===== src/rtl/mips_ctrl_pkg.sv =====
// rtl/mips_ctrl_pkg.sv - shared types and constants for the multicycle MIPS control FSM
package mips_ctrl_pkg;

  localparam int OPW = 6;
  localparam int STW = 4;

  typedef enum logic [STW-1:0] {
    S_FETCH  = 4'd0,
    S_DECODE = 4'd1,
    S_MEMADR = 4'd2,
    S_MEMRD  = 4'd3,
    S_MEMWB  = 4'd4,
    S_MEMWR  = 4'd5,
    S_EXEC   = 4'd6,
    S_ALUWB  = 4'd7,
    S_BRANCH = 4'd8,
    S_ADDIEX = 4'd9,
    S_ADDIWB = 4'd10,
    S_JUMP   = 4'd11
  } state_t;

  localparam logic [OPW-1:0] OP_RTYPE = 6'b000000;
  localparam logic [OPW-1:0] OP_LW    = 6'b100011;
  localparam logic [OPW-1:0] OP_SW    = 6'b101011;
  localparam logic [OPW-1:0] OP_BEQ   = 6'b000100;
  localparam logic [OPW-1:0] OP_ADDI  = 6'b001000;
  localparam logic [OPW-1:0] OP_J     = 6'b000010;

  localparam logic [1:0] ALUOP_ADD   = 2'b00;
  localparam logic [1:0] ALUOP_SUB   = 2'b01;
  localparam logic [1:0] ALUOP_FUNCT = 2'b10;

  localparam logic [1:0] PC_SRC_ALU    = 2'b00;
  localparam logic [1:0] PC_SRC_ALUOUT = 2'b01;
  localparam logic [1:0] PC_SRC_JUMP   = 2'b10;

  localparam logic [1:0] SRCB_REGB    = 2'b00;
  localparam logic [1:0] SRCB_FOUR    = 2'b01;
  localparam logic [1:0] SRCB_IMM     = 2'b10;
  localparam logic [1:0] SRCB_IMM_SH2 = 2'b11;

  // Raw per-state control; mem_write/ir_write/pc_write are qualified later by mem_ready.
  typedef struct packed {
    logic       mem_req;
    logic       mem_write;
    logic       iord;
    logic       ir_write;
    logic       pc_write;
    logic       branch;
    logic [1:0] pc_src;
    logic       alu_src_a;
    logic [1:0] alu_src_b;
    logic [1:0] aluop;
    logic       reg_write;
    logic       reg_dst;
    logic       mem_to_reg;
  } ctrl_word_t;

  localparam ctrl_word_t CW_IDLE = '0;

  function automatic logic op_supported(input logic [OPW-1:0] op);
    case (op)
      OP_RTYPE, OP_LW, OP_SW, OP_BEQ, OP_ADDI, OP_J: op_supported = 1'b1;
      default:                                       op_supported = 1'b0;
    endcase
  endfunction

endpackage


===== src/rtl/multicycle_controller_if.sv =====
// rtl/multicycle_controller_if.sv - control bundle between the FSM and the multicycle datapath
interface multicycle_controller_if #(
  parameter int OPW = 6,
  parameter int STW = 4
);
  logic [OPW-1:0] opcode;
  logic           zero;
  logic           mem_ready;
  logic           mem_req;
  logic           mem_write;
  logic           iord;
  logic           ir_write;
  logic           pc_en;
  logic [1:0]     pc_src;
  logic           alu_src_a;
  logic [1:0]     alu_src_b;
  logic [1:0]     aluop;
  logic           reg_write;
  logic           reg_dst;
  logic           mem_to_reg;
  logic           illegal_op;
  logic [STW-1:0] state;

  modport master (
    input  opcode, zero, mem_ready,
    output mem_req, mem_write, iord, ir_write, pc_en, pc_src, alu_src_a, alu_src_b,
           aluop, reg_write, reg_dst, mem_to_reg, illegal_op, state
  );

  modport slave (
    output opcode, zero, mem_ready,
    input  mem_req, mem_write, iord, ir_write, pc_en, pc_src, alu_src_a, alu_src_b,
           aluop, reg_write, reg_dst, mem_to_reg, illegal_op, state
  );
endinterface


===== src/rtl/ctrl_output_decoder.sv =====
// rtl/ctrl_output_decoder.sv - Moore decode of FSM state into the raw control word
module ctrl_output_decoder
  import mips_ctrl_pkg::*;
(
  input  state_t     state,
  output ctrl_word_t cw
);

  always_comb begin
    cw = CW_IDLE;
    case (state)
      S_FETCH: begin
        cw.mem_req   = 1'b1;
        cw.ir_write  = 1'b1;
        cw.pc_write  = 1'b1;
        cw.pc_src    = PC_SRC_ALU;
        cw.alu_src_b = SRCB_FOUR;
        cw.aluop     = ALUOP_ADD;
      end
      S_DECODE: begin
        // Speculatively compute the branch target into ALUOut.
        cw.alu_src_b = SRCB_IMM_SH2;
        cw.aluop     = ALUOP_ADD;
      end
      S_MEMADR: begin
        cw.alu_src_a = 1'b1;
        cw.alu_src_b = SRCB_IMM;
        cw.aluop     = ALUOP_ADD;
      end
      S_MEMRD: begin
        cw.mem_req = 1'b1;
        cw.iord    = 1'b1;
      end
      S_MEMWB: begin
        cw.reg_write  = 1'b1;
        cw.mem_to_reg = 1'b1;
      end
      S_MEMWR: begin
        cw.mem_req   = 1'b1;
        cw.iord      = 1'b1;
        cw.mem_write = 1'b1;
      end
      S_EXEC: begin
        cw.alu_src_a = 1'b1;
        cw.alu_src_b = SRCB_REGB;
        cw.aluop     = ALUOP_FUNCT;
      end
      S_ALUWB: begin
        cw.reg_write = 1'b1;
        cw.reg_dst   = 1'b1;
      end
      S_BRANCH: begin
        cw.alu_src_a = 1'b1;
        cw.alu_src_b = SRCB_REGB;
        cw.aluop     = ALUOP_SUB;
        cw.branch    = 1'b1;
        cw.pc_src    = PC_SRC_ALUOUT;
      end
      S_ADDIEX: begin
        cw.alu_src_a = 1'b1;
        cw.alu_src_b = SRCB_IMM;
        cw.aluop     = ALUOP_ADD;
      end
      S_ADDIWB: begin
        cw.reg_write = 1'b1;
      end
      S_JUMP: begin
        cw.pc_src   = PC_SRC_JUMP;
        cw.pc_write = 1'b1;
      end
      default: ;
    endcase
  end

endmodule


===== src/rtl/multicycle_controller.sv =====
// rtl/multicycle_controller.sv - main control FSM of the multicycle MIPS core
// Holds the state register and next-state logic; outputs decode from state, qualified by mem_ready/zero.
module multicycle_controller
  import mips_ctrl_pkg::*;
#(
  parameter int OPW = 6,
  parameter int STW = 4
) (
  input  logic                   clk,
  input  logic                   reset_n,
  multicycle_controller_if.master bus
);

  state_t         state_q;
  state_t         state_d;
  ctrl_word_t     cw;
  logic [OPW-1:0] opcode;
  logic           mem_ready;

  assign opcode    = bus.opcode;
  assign mem_ready = bus.mem_ready;

  always_comb begin
    state_d = state_q;
    case (state_q)
      S_FETCH:  if (mem_ready) state_d = S_DECODE;
      S_DECODE: begin
        case (opcode)
          OP_LW, OP_SW: state_d = S_MEMADR;
          OP_RTYPE:     state_d = S_EXEC;
          OP_BEQ:       state_d = S_BRANCH;
          OP_ADDI:      state_d = S_ADDIEX;
          OP_J:         state_d = S_JUMP;
          default:      state_d = S_FETCH;
        endcase
      end
      S_MEMADR: begin
        // IR is stable, so the opcode seen in DECODE is still valid here.
        if (opcode == OP_SW)      state_d = S_MEMWR;
        else if (opcode == OP_LW) state_d = S_MEMRD;
        else                      state_d = S_FETCH;
      end
      S_MEMRD:  if (mem_ready) state_d = S_MEMWB;
      S_MEMWB:  state_d = S_FETCH;
      S_MEMWR:  if (mem_ready) state_d = S_FETCH;
      S_EXEC:   state_d = S_ALUWB;
      S_ALUWB:  state_d = S_FETCH;
      S_BRANCH: state_d = S_FETCH;
      S_ADDIEX: state_d = S_ADDIWB;
      S_ADDIWB: state_d = S_FETCH;
      S_JUMP:   state_d = S_FETCH;
      default:  state_d = S_FETCH;
    endcase
  end

  always_ff @(posedge clk or negedge reset_n) begin
    if (!reset_n) state_q <= S_FETCH;
    else          state_q <= state_d;
  end

  ctrl_output_decoder u_dec (
    .state (state_q),
    .cw    (cw)
  );

  // Everything is held at zero while reset is asserted so an aborted instruction never writes.
  always_comb begin
    bus.mem_req    = 1'b0;
    bus.mem_write  = 1'b0;
    bus.iord       = 1'b0;
    bus.ir_write   = 1'b0;
    bus.pc_en      = 1'b0;
    bus.pc_src     = 2'b00;
    bus.alu_src_a  = 1'b0;
    bus.alu_src_b  = 2'b00;
    bus.aluop      = 2'b00;
    bus.reg_write  = 1'b0;
    bus.reg_dst    = 1'b0;
    bus.mem_to_reg = 1'b0;
    bus.illegal_op = 1'b0;
    bus.state      = STW'(S_FETCH);
    if (reset_n) begin
      bus.mem_req    = cw.mem_req;
      bus.mem_write  = cw.mem_write & mem_ready;
      bus.iord       = cw.iord;
      bus.ir_write   = cw.ir_write & mem_ready;
      // A PC write tied to a memory access (FETCH) waits for the access to complete.
      bus.pc_en      = (cw.pc_write & (~cw.mem_req | mem_ready)) | (cw.branch & bus.zero);
      bus.pc_src     = cw.pc_src;
      bus.alu_src_a  = cw.alu_src_a;
      bus.alu_src_b  = cw.alu_src_b;
      bus.aluop      = cw.aluop;
      bus.reg_write  = cw.reg_write;
      bus.reg_dst    = cw.reg_dst;
      bus.mem_to_reg = cw.mem_to_reg;
      bus.illegal_op = (state_q == S_DECODE) && !op_supported(opcode);
      bus.state      = STW'(state_q);
    end
  end

endmodule


===== src/flat_wrapper.sv =====
// flat-port wrapper written by rule: the top's interface ports become plain ports
module multicycle_controller_flat import mips_ctrl_pkg::*;
#(
  parameter int OPW = 6,
  parameter int STW = 4
)
  (clk, reset_n, bus_opcode, bus_zero, bus_mem_ready, bus_mem_req, bus_mem_write, bus_iord, bus_ir_write, bus_pc_en, bus_pc_src, bus_alu_src_a, bus_alu_src_b, bus_aluop, bus_reg_write, bus_reg_dst, bus_mem_to_reg, bus_illegal_op, bus_state);
  multicycle_controller_if #(.OPW(OPW), .STW(STW)) bus_i ();
  input  logic clk;
  input  logic reset_n;
  input wire logic [$bits(bus_i.opcode)-1:0] bus_opcode;
  input wire logic [$bits(bus_i.zero)-1:0] bus_zero;
  input wire logic [$bits(bus_i.mem_ready)-1:0] bus_mem_ready;
  output wire logic [$bits(bus_i.mem_req)-1:0] bus_mem_req;
  output wire logic [$bits(bus_i.mem_write)-1:0] bus_mem_write;
  output wire logic [$bits(bus_i.iord)-1:0] bus_iord;
  output wire logic [$bits(bus_i.ir_write)-1:0] bus_ir_write;
  output wire logic [$bits(bus_i.pc_en)-1:0] bus_pc_en;
  output wire logic [$bits(bus_i.pc_src)-1:0] bus_pc_src;
  output wire logic [$bits(bus_i.alu_src_a)-1:0] bus_alu_src_a;
  output wire logic [$bits(bus_i.alu_src_b)-1:0] bus_alu_src_b;
  output wire logic [$bits(bus_i.aluop)-1:0] bus_aluop;
  output wire logic [$bits(bus_i.reg_write)-1:0] bus_reg_write;
  output wire logic [$bits(bus_i.reg_dst)-1:0] bus_reg_dst;
  output wire logic [$bits(bus_i.mem_to_reg)-1:0] bus_mem_to_reg;
  output wire logic [$bits(bus_i.illegal_op)-1:0] bus_illegal_op;
  output wire logic [$bits(bus_i.state)-1:0] bus_state;
  assign bus_i.opcode = bus_opcode;
  assign bus_i.zero = bus_zero;
  assign bus_i.mem_ready = bus_mem_ready;
  assign bus_mem_req = bus_i.mem_req;
  assign bus_mem_write = bus_i.mem_write;
  assign bus_iord = bus_i.iord;
  assign bus_ir_write = bus_i.ir_write;
  assign bus_pc_en = bus_i.pc_en;
  assign bus_pc_src = bus_i.pc_src;
  assign bus_alu_src_a = bus_i.alu_src_a;
  assign bus_alu_src_b = bus_i.alu_src_b;
  assign bus_aluop = bus_i.aluop;
  assign bus_reg_write = bus_i.reg_write;
  assign bus_reg_dst = bus_i.reg_dst;
  assign bus_mem_to_reg = bus_i.mem_to_reg;
  assign bus_illegal_op = bus_i.illegal_op;
  assign bus_state = bus_i.state;
  multicycle_controller #(.OPW(OPW), .STW(STW)) u_core (.clk(clk), .reset_n(reset_n), .bus(bus_i));
endmodule

===== config.mk =====
export PLATFORM = sky130hd
export DESIGN_NAME = multicycle_controller_flat
export DESIGN_NICKNAME = d
export VERILOG_FILES = /design/src/rtl/mips_ctrl_pkg.sv /design/src/rtl/multicycle_controller_if.sv /design/src/rtl/ctrl_output_decoder.sv /design/src/rtl/multicycle_controller.sv /design/src/flat_wrapper.sv
export SDC_FILE = /design/constraint.sdc
export NUM_CORES = 1
export LEC_CHECK = 0
export CAP_MARGIN = 15
export CORE_UTILIZATION = 25
export CTS_BUF_LIST = sky130_fd_sc_hd__clkbuf_16
export CTS_CLUSTER_SIZE = 10
export DETAILED_ROUTE_END_ITERATION = 10
export SETUP_SLACK_MARGIN = 0.4
export SLEW_MARGIN = 30
export SYNTH_ARGS = -nofsm -noshare
export SYNTH_HDL_FRONTEND = slang
export SYNTH_HIERARCHICAL = 1
export SYNTH_SLANG_ARGS = --single-unit

===== constraint.sdc =====
create_clock -name clk -period 4.75 [get_ports clk]
set_clock_uncertainty 0.05 [all_clocks]
set_input_delay 1.425 -clock clk [delete_from_list [all_inputs] [get_ports clk]]
set_output_delay 1.425 -clock clk [all_outputs]
set_load 0.01 [all_outputs]

# Word-level counts from Yosys, hierarchy flattened
# Cells that the tools add are included.
[totals]
latch_bits = 0
mem_count = 0
ff_bits = 4
mem_bits_rw = 0
input_bits = 10
output_inout_bits = 20
romBits = 0
[op_classes]
bitwise_logic = 7
eq_ne = 19
multipliers = 0
n_div = 0
n_addsub = 0
muxes = 35
shift = 0
magnitude_cmp = 0
n_reduce_logical = 13
[op_table]
columns = ["cell", "count"]
rows = [
  ["4-bit case mux with 5 select lines", 2],
  ["4-bit case mux with 7 select lines", 1],
  ["1-bit 2-to-1 mux", 22],
  ["4-bit 2-to-1 mux", 5],
  ["4-bit by 3-bit equality test with 1-bit output, second input constant", 4],
  ["4-bit equality test, second input constant", 4],
  ["6-bit equality test, second input constant", 2],
  ["4-bit by 2-bit equality test with 1-bit output, second input constant", 2],
  ["2-bit 2-to-1 mux", 4],
  ["2-bit OR reduction", 4],
  ["6-bit by 2-bit equality test with 1-bit output, second input constant", 1],
  ["6-bit by 3-bit equality test with 1-bit output, second input constant", 1],
  ["6-bit by 4-bit equality test with 1-bit output, second input constant", 1],
  ["6-bit zero test", 1],
  ["2-bit inequality test, second input constant", 3],
  ["3-bit OR reduction", 2],
  ["6-bit OR reduction", 1],
  ["1-bit bitwise AND", 4],
  ["4-bit by 1-bit equality test with 1-bit output, second input constant", 1],
  ["4-bit zero test", 1],
  ["2-bit case mux with 2 select lines", 1],
  ["4-bit OR reduction", 1],
  ["3-bit AND reduction", 1],
  ["1-bit OR", 2],
  ["other kinds (3)", 3],
]

# Logic depth before layout (Yosys ltp)
[depth]
depth_word = 8
mapped_depth = 6

# By module
# The synthesis kept the hierarchy.
[modules_own_cells]
columns = ["mod", "seq_area_each_um2", "area_per_inst_um2", "instances", "cells_per_inst"]
rows = [
  ["multicycle_controller", 100.1, 511.7, 1, 72],
  ["ctrl_output_decoder", 0.0, 165.2, 1, 29],
]

# Least setup slack after synthesis
# No wires, ideal clock.
[synth_path]
path_type = "input -> output"
from = "in bus_opcode[3]"
to = "out bus_illegal_op"
slack_ns = 0.947
cell_stages = 4
arrival_time_ns = 2.328
path_cell_list = "clkbuf_1 > o21ai_0 > o211a_1 > nor4_1"
[synth_via]
elab_chain_len = 7
[synth_lines]
columns = ["item", "line_no", "text"]
rows = [
  ["from (decl)", "flat_wrapper.sv:11", "input wire logic [$bits(bus_i.opcode)-1:0] bus_opcode;"],
  ["6-bit by 3-bit equality test with 1-bit output (tied with other cells)", "mips_ctrl_pkg.sv:62", "case (op)"],
  ["6-bit OR reduction *", "mips_ctrl_pkg.sv:62", ""],
  ["1-bit 2-to-1 mux *", "mips_ctrl_pkg.sv:62", ""],
  ["1-bit 2-to-1 mux *", "multicycle_controller.sv:82", "if (reset_n) begin"],
  ["1-bit zero test *", "multicycle_controller.sv:96", "bus.illegal_op = (state_q == S_DECODE) && !op_supported(opcode);"],
  ["1-bit logical AND *", "multicycle_controller.sv:96", ""],
  ["1-bit 2-to-1 mux *", "multicycle_controller.sv:82", ""],
  ["to (decl)", "flat_wrapper.sv:26", "output wire logic [$bits(bus_i.illegal_op)-1:0] bus_illegal_op;"],
]
# Every way passes the cells marked *; elsewhere a longest branch is shown, timed or not. The select of a mux whose other input is x is not followed.

# Worst setup path after layout
[layout_path]
from = "in bus_opcode[5]"
to = "out bus_illegal_op"
# The elaborated chain is that of the path after synthesis.

==> flow_results.xml <==
<?xml version="1.0" encoding="UTF-8"?>
<metrics>
  <group name="worst_setup_path">
    <metric name="critPathKind" unit="">input pin to output port</metric>
    <metric name="cpLargestDelayFamily" unit="">buffers and inverters</metric>
    <metric name="timing.critical_path.arrival" unit="ns">2.79</metric>
    <metric name="cp.required" unit="ns">3.27</metric>
    <metric name="critPathCaptureType" unit="">output port</metric>
    <metric name="crit_slowest_cell" unit="">sky130_fd_sc_hd__clkdlybuf4s50_1</metric>
    <metric name="timing.critical_path.buf_inv" unit="">2</metric>
    <metric name="crit_path_cell_trace" unit="">clkdlybuf4s50_1, nor4_4, nand2_1, nand4_1, nor4_2, buf_2</metric>
    <metric name="worst_path_largest_cell_delay" unit="ns">0.59</metric>
    <metric name="critical_path.startpoint_type" unit="">input pin</metric>
    <metric name="r2r_slack" unit="ns">3.07</metric>
    <metric name="worstPathMaxFanout" unit="">5</metric>
  </group>
  <group name="sta">
    <metric name="worst-slew-pin-transition" unit="ns">0.641</metric>
    <metric name="final_max_slew_viols" unit="">0</metric>
    <metric name="grt_setup_unrepaired" unit="">yes</metric>
    <metric name="timing.hold.ws" unit="ns">0.767</metric>
    <metric name="fin_crit" unit="ns">4.27</metric>
    <metric name="portion_of_the_clock_cycle_consumed_by_the_worst_path_in_the_final_layout" unit="">0.899</metric>
    <metric name="timing_hold_violations_final" unit="">0</metric>
    <metric name="timing.slew.headroom" unit="">0.572</metric>
    <metric name="fmax" unit="GHz">0.234</metric>
    <metric name="finalSetupViolations" unit="">0</metric>
  </group>
  <group name="synth">
    <metric name="average_instance_area_after_synthesis" unit="um^2">6.70</metric>
    <metric name="yosysWarningCount" unit="">6</metric>
    <metric name="synth.ff_latch_count" unit="">4</metric>
    <metric name="yosysTopAreaCellShare" unit="">0.148</metric>
    <metric name="synth_most_common_cell" unit="">sky130_fd_sc_hd__and2_1</metric>
    <metric name="netlist_top_cells_area" unit="">sky130_fd_sc_hd__dfrtp_1 (15%), sky130_fd_sc_hd__and2_1 (14%), sky130_fd_sc_hd__nor2_1 (7.2%)</metric>
    <metric name="netlist_instances" unit="">101</metric>
    <metric name="synth_top_cells_by_count" unit="">sky130_fd_sc_hd__and2_1 (15), sky130_fd_sc_hd__nor2_1 (13), sky130_fd_sc_hd__nor3_1 (8), sky130_fd_sc_hd__o21ai_0 (6), sky130_fd_sc_hd__nand2_1 (5)</metric>
    <metric name="yosys.cell_types.count" unit="">34</metric>
    <metric name="synthDominantAreaCellType" unit="">sky130_fd_sc_hd__dfrtp_1</metric>
    <metric name="ys_async_sr_fraction" unit="">1.00</metric>
    <metric name="synth-seq-area-share" unit="">0.148</metric>
    <metric name="dominantRegCellSynth" unit="">sky130_fd_sc_hd__dfrtp_1</metric>
    <metric name="synthesis.area" unit="um^2">677</metric>
    <metric name="syn-num-nets" unit="">111</metric>
    <metric name="synth-edff-count" unit="">0</metric>
  </group>
  <group name="clocking">
    <metric name="clkSlewWorstSetupHoldPaths" unit="ns">0.03</metric>
    <metric name="number_of_cts_inserted_buffers" unit="">3</metric>
    <metric name="max_clock_buf_depth" unit="">2</metric>
    <metric name="insertion_delay" unit="ns">0.22</metric>
    <metric name="cts.repair_timing.setup_buffer_count" unit="">0</metric>
    <metric name="hold_buffers" unit="">0</metric>
    <metric name="htree_num_levels" unit="">1</metric>
    <metric name="tritoncts_num_sinks" unit="">4</metric>
    <metric name="cts_tree" unit="">done</metric>
    <metric name="root_buffer" unit="">sky130_fd_sc_hd__clkbuf_16</metric>
  </group>
  <group name="layout">
    <metric name="post_synthesis_to_final_layout_area_growth" unit="%">60.8</metric>
    <metric name="final_layout_size_suffix_gt1_frac" unit="">0.100</metric>
    <metric name="max_flop_register" unit="">u_core/state_q</metric>
    <metric name="finished_layout_cell_area" unit="mm^2">0.00109</metric>
    <metric name="largest_register_ff_count" unit="">4</metric>
    <metric name="final_core_util" unit="">0.432</metric>
    <metric name="layout.cells.non_filler" unit="">160</metric>
    <metric name="largestRegisters" unit="">u_core/state_q: 4 flops</metric>
    <metric name="fin_nets" unit="">142</metric>
    <metric name="antenna-diode-count" unit="">0</metric>
  </group>
  <group name="job">
    <metric name="max-cap-violations" unit="">0</metric>
  </group>
  <group name="detailed_routing">
    <metric name="finalWirelength" unit="um">1880</metric>
    <metric name="avgRoutedWirePerCell" unit="um">11.8</metric>
    <metric name="detail_route.first_pass.iterations" unit="">4</metric>
    <metric name="via_per_instance_ratio" unit="">5.03</metric>
    <metric name="vias" unit="">804</metric>
    <metric name="drtIter0Drc" unit="">23</metric>
    <metric name="drc" unit="">0</metric>
    <metric name="ant_nets" unit="">0</metric>
  </group>
  <group name="global_routing">
    <metric name="grt_overflow_total" unit="">0</metric>
    <metric name="grt_pass1_vias" unit="">685</metric>
    <metric name="grt_usage" unit="">0.140</metric>
    <metric name="antenna_found_initial" unit="">0</metric>
    <metric name="first_pass_grt_wire_length" unit="um">3000</metric>
    <metric name="pin_count_of_the_biggest_net_entering_global_routing" unit="">24</metric>
  </group>
  <group name="placement">
    <metric name="placed_area" unit="um^2">985</metric>
    <metric name="place.detailed.hpwl" unit="um">1340</metric>
    <metric name="port_buffers" unit="">29</metric>
    <metric name="place.detailed.instances" unit="">156</metric>
    <metric name="gp_congestion" unit="">0.763</metric>
  </group>
  <group name="power">
    <metric name="pwr_density" unit="mW/mm^2">248</metric>
    <metric name="leakage" unit="nW">0.446</metric>
    <metric name="peakVddDrop" unit="V">0.000249</metric>
  </group>
  <group name="run_status">
    <metric name="status" unit="">completed</metric>
  </group>
  <group name="die">
    <metric name="chipHeight" unit="um">54.0</metric>
    <metric name="placementRows" unit="">18</metric>
    <metric name="core_area" unit="mm^2">0.00252</metric>
    <metric name="die_area" unit="mm^2">0.00292</metric>
    <metric name="boundaryPins" unit="">30</metric>
    <metric name="die_w" unit="um">54.0</metric>
    <metric name="start_util" unit="">0.268</metric>
  </group>
  <group name="worst_hold_path">
    <metric name="hold_path.class" unit="">flip-flop to flip-flop</metric>
  </group>
</metrics>
tightest hold or removal path, stage by stage (launching register included):
cell                      delay [ns]
sky130_fd_sc_hd__dfrtp_1        0.53
sky130_fd_sc_hd__nor2_1         0.18
sky130_fd_sc_hd__nor2_1         0.05
worst paths after layout:
path | startpoint | end | depth (start not counted)
hold reg to reg | u_core/state_q[3] | u_core/state_q[3] | 2
hold / removal | u_core/state_q[3] | u_core/state_q[3] | 2
setup / recovery | bus_opcode[5] | bus_illegal_op | 6
setup reg to reg | u_core/state_q[0] | u_core/state_q[0] | 4
min in group asynchronous | reset_n | u_core/state_q[0] | 2
max in group asynchronous | reset_n | u_core/state_q[3] | 2
cells by family after synthesis:
group | after synthesis | share of synthesized area
AO/OA/AOI/OAI | 19 | 0.172
XOR/XNOR | 5 | 0.0647
buffers and inverters | 8 | 0.0684
flip-flops | 4 | 0.148
multiplexers | 1 | 0.0148
AND/OR/NAND/NOR | 64 | 0.532
metal layers:
layer	GRT usage	vias up	part of all wire
li1	-	415	-
met1	0.174	356	0.43
met2	0.243	33	0.50
met3	0.0339	0	0.071
met4	0.0256	0	0
met5	0	-	0
report_power, final:
part / internal [mW] / total [mW] / switching, mW
logic: 0.0491 / 0.0893 / 0.0402
registers: 0.0371 / 0.0530 / 0.0159
clock network: 0.107 / 0.128 / 0.0203
total: 0.193 / 0.270 / 0.0763
layout make-up:
class	instances	area, um^2
Clock buffer	3	75.1
Tap cell	30	37.5
Fill cell	276	1430
Sequential cell	4	100
Timing Repair Buffer	33	322
Multi-Input combinational cell	89	551
Inverter	1	3.75
repair_timing:
item	4_1_cts	5_1_grt
gates cloned	0	1
resized for setup	10	6
endpoints found under the setup margin	2	7
pin swaps	0	1
placed cells by master, fill, tap and decap left out, types with 2 or more instances in the layout:
cell type	synthesis	layout
sky130_fd_sc_hd__clkdlybuf4s50_1	0	21
sky130_fd_sc_hd__and2_1	15	15
sky130_fd_sc_hd__nor2_1	13	13
sky130_fd_sc_hd__nor3_1	8	7
sky130_fd_sc_hd__o21ai_0	6	6
sky130_fd_sc_hd__nand2_1	5	5
sky130_fd_sc_hd__dlygate4sd2_1	0	4
sky130_fd_sc_hd__a21oi_1	4	4
sky130_fd_sc_hd__o22ai_1	4	4
sky130_fd_sc_hd__dfrtp_1	4	4
sky130_fd_sc_hd__clkbuf_16	0	3
sky130_fd_sc_hd__dlymetal6s2s_1	0	3
sky130_fd_sc_hd__and3_1	3	3
sky130_fd_sc_hd__nor3b_1	3	3
sky130_fd_sc_hd__xnor2_1	3	3
sky130_fd_sc_hd__nand2b_1	3	3
sky130_fd_sc_hd__xor2_1	2	2
sky130_fd_sc_hd__nand3_1	2	2
sky130_fd_sc_hd__nor2b_1	2	2
sky130_fd_sc_hd__or3b_1	2	2
sky130_fd_sc_hd__buf_4	2	2
through the flow:
step	power (mW)	worst slack, ns	setup TNS [ns]
final	0.270	0.480	0
after detailed placement	0.143	-0.00787	-0.00787
after global routing	0.289	0.376	0
after CTS	0.272	0.409	0
after floorplan	0.105	0.947	0
after global placement	0.142	0.139	0
Power figures use the tool's default switching activity.
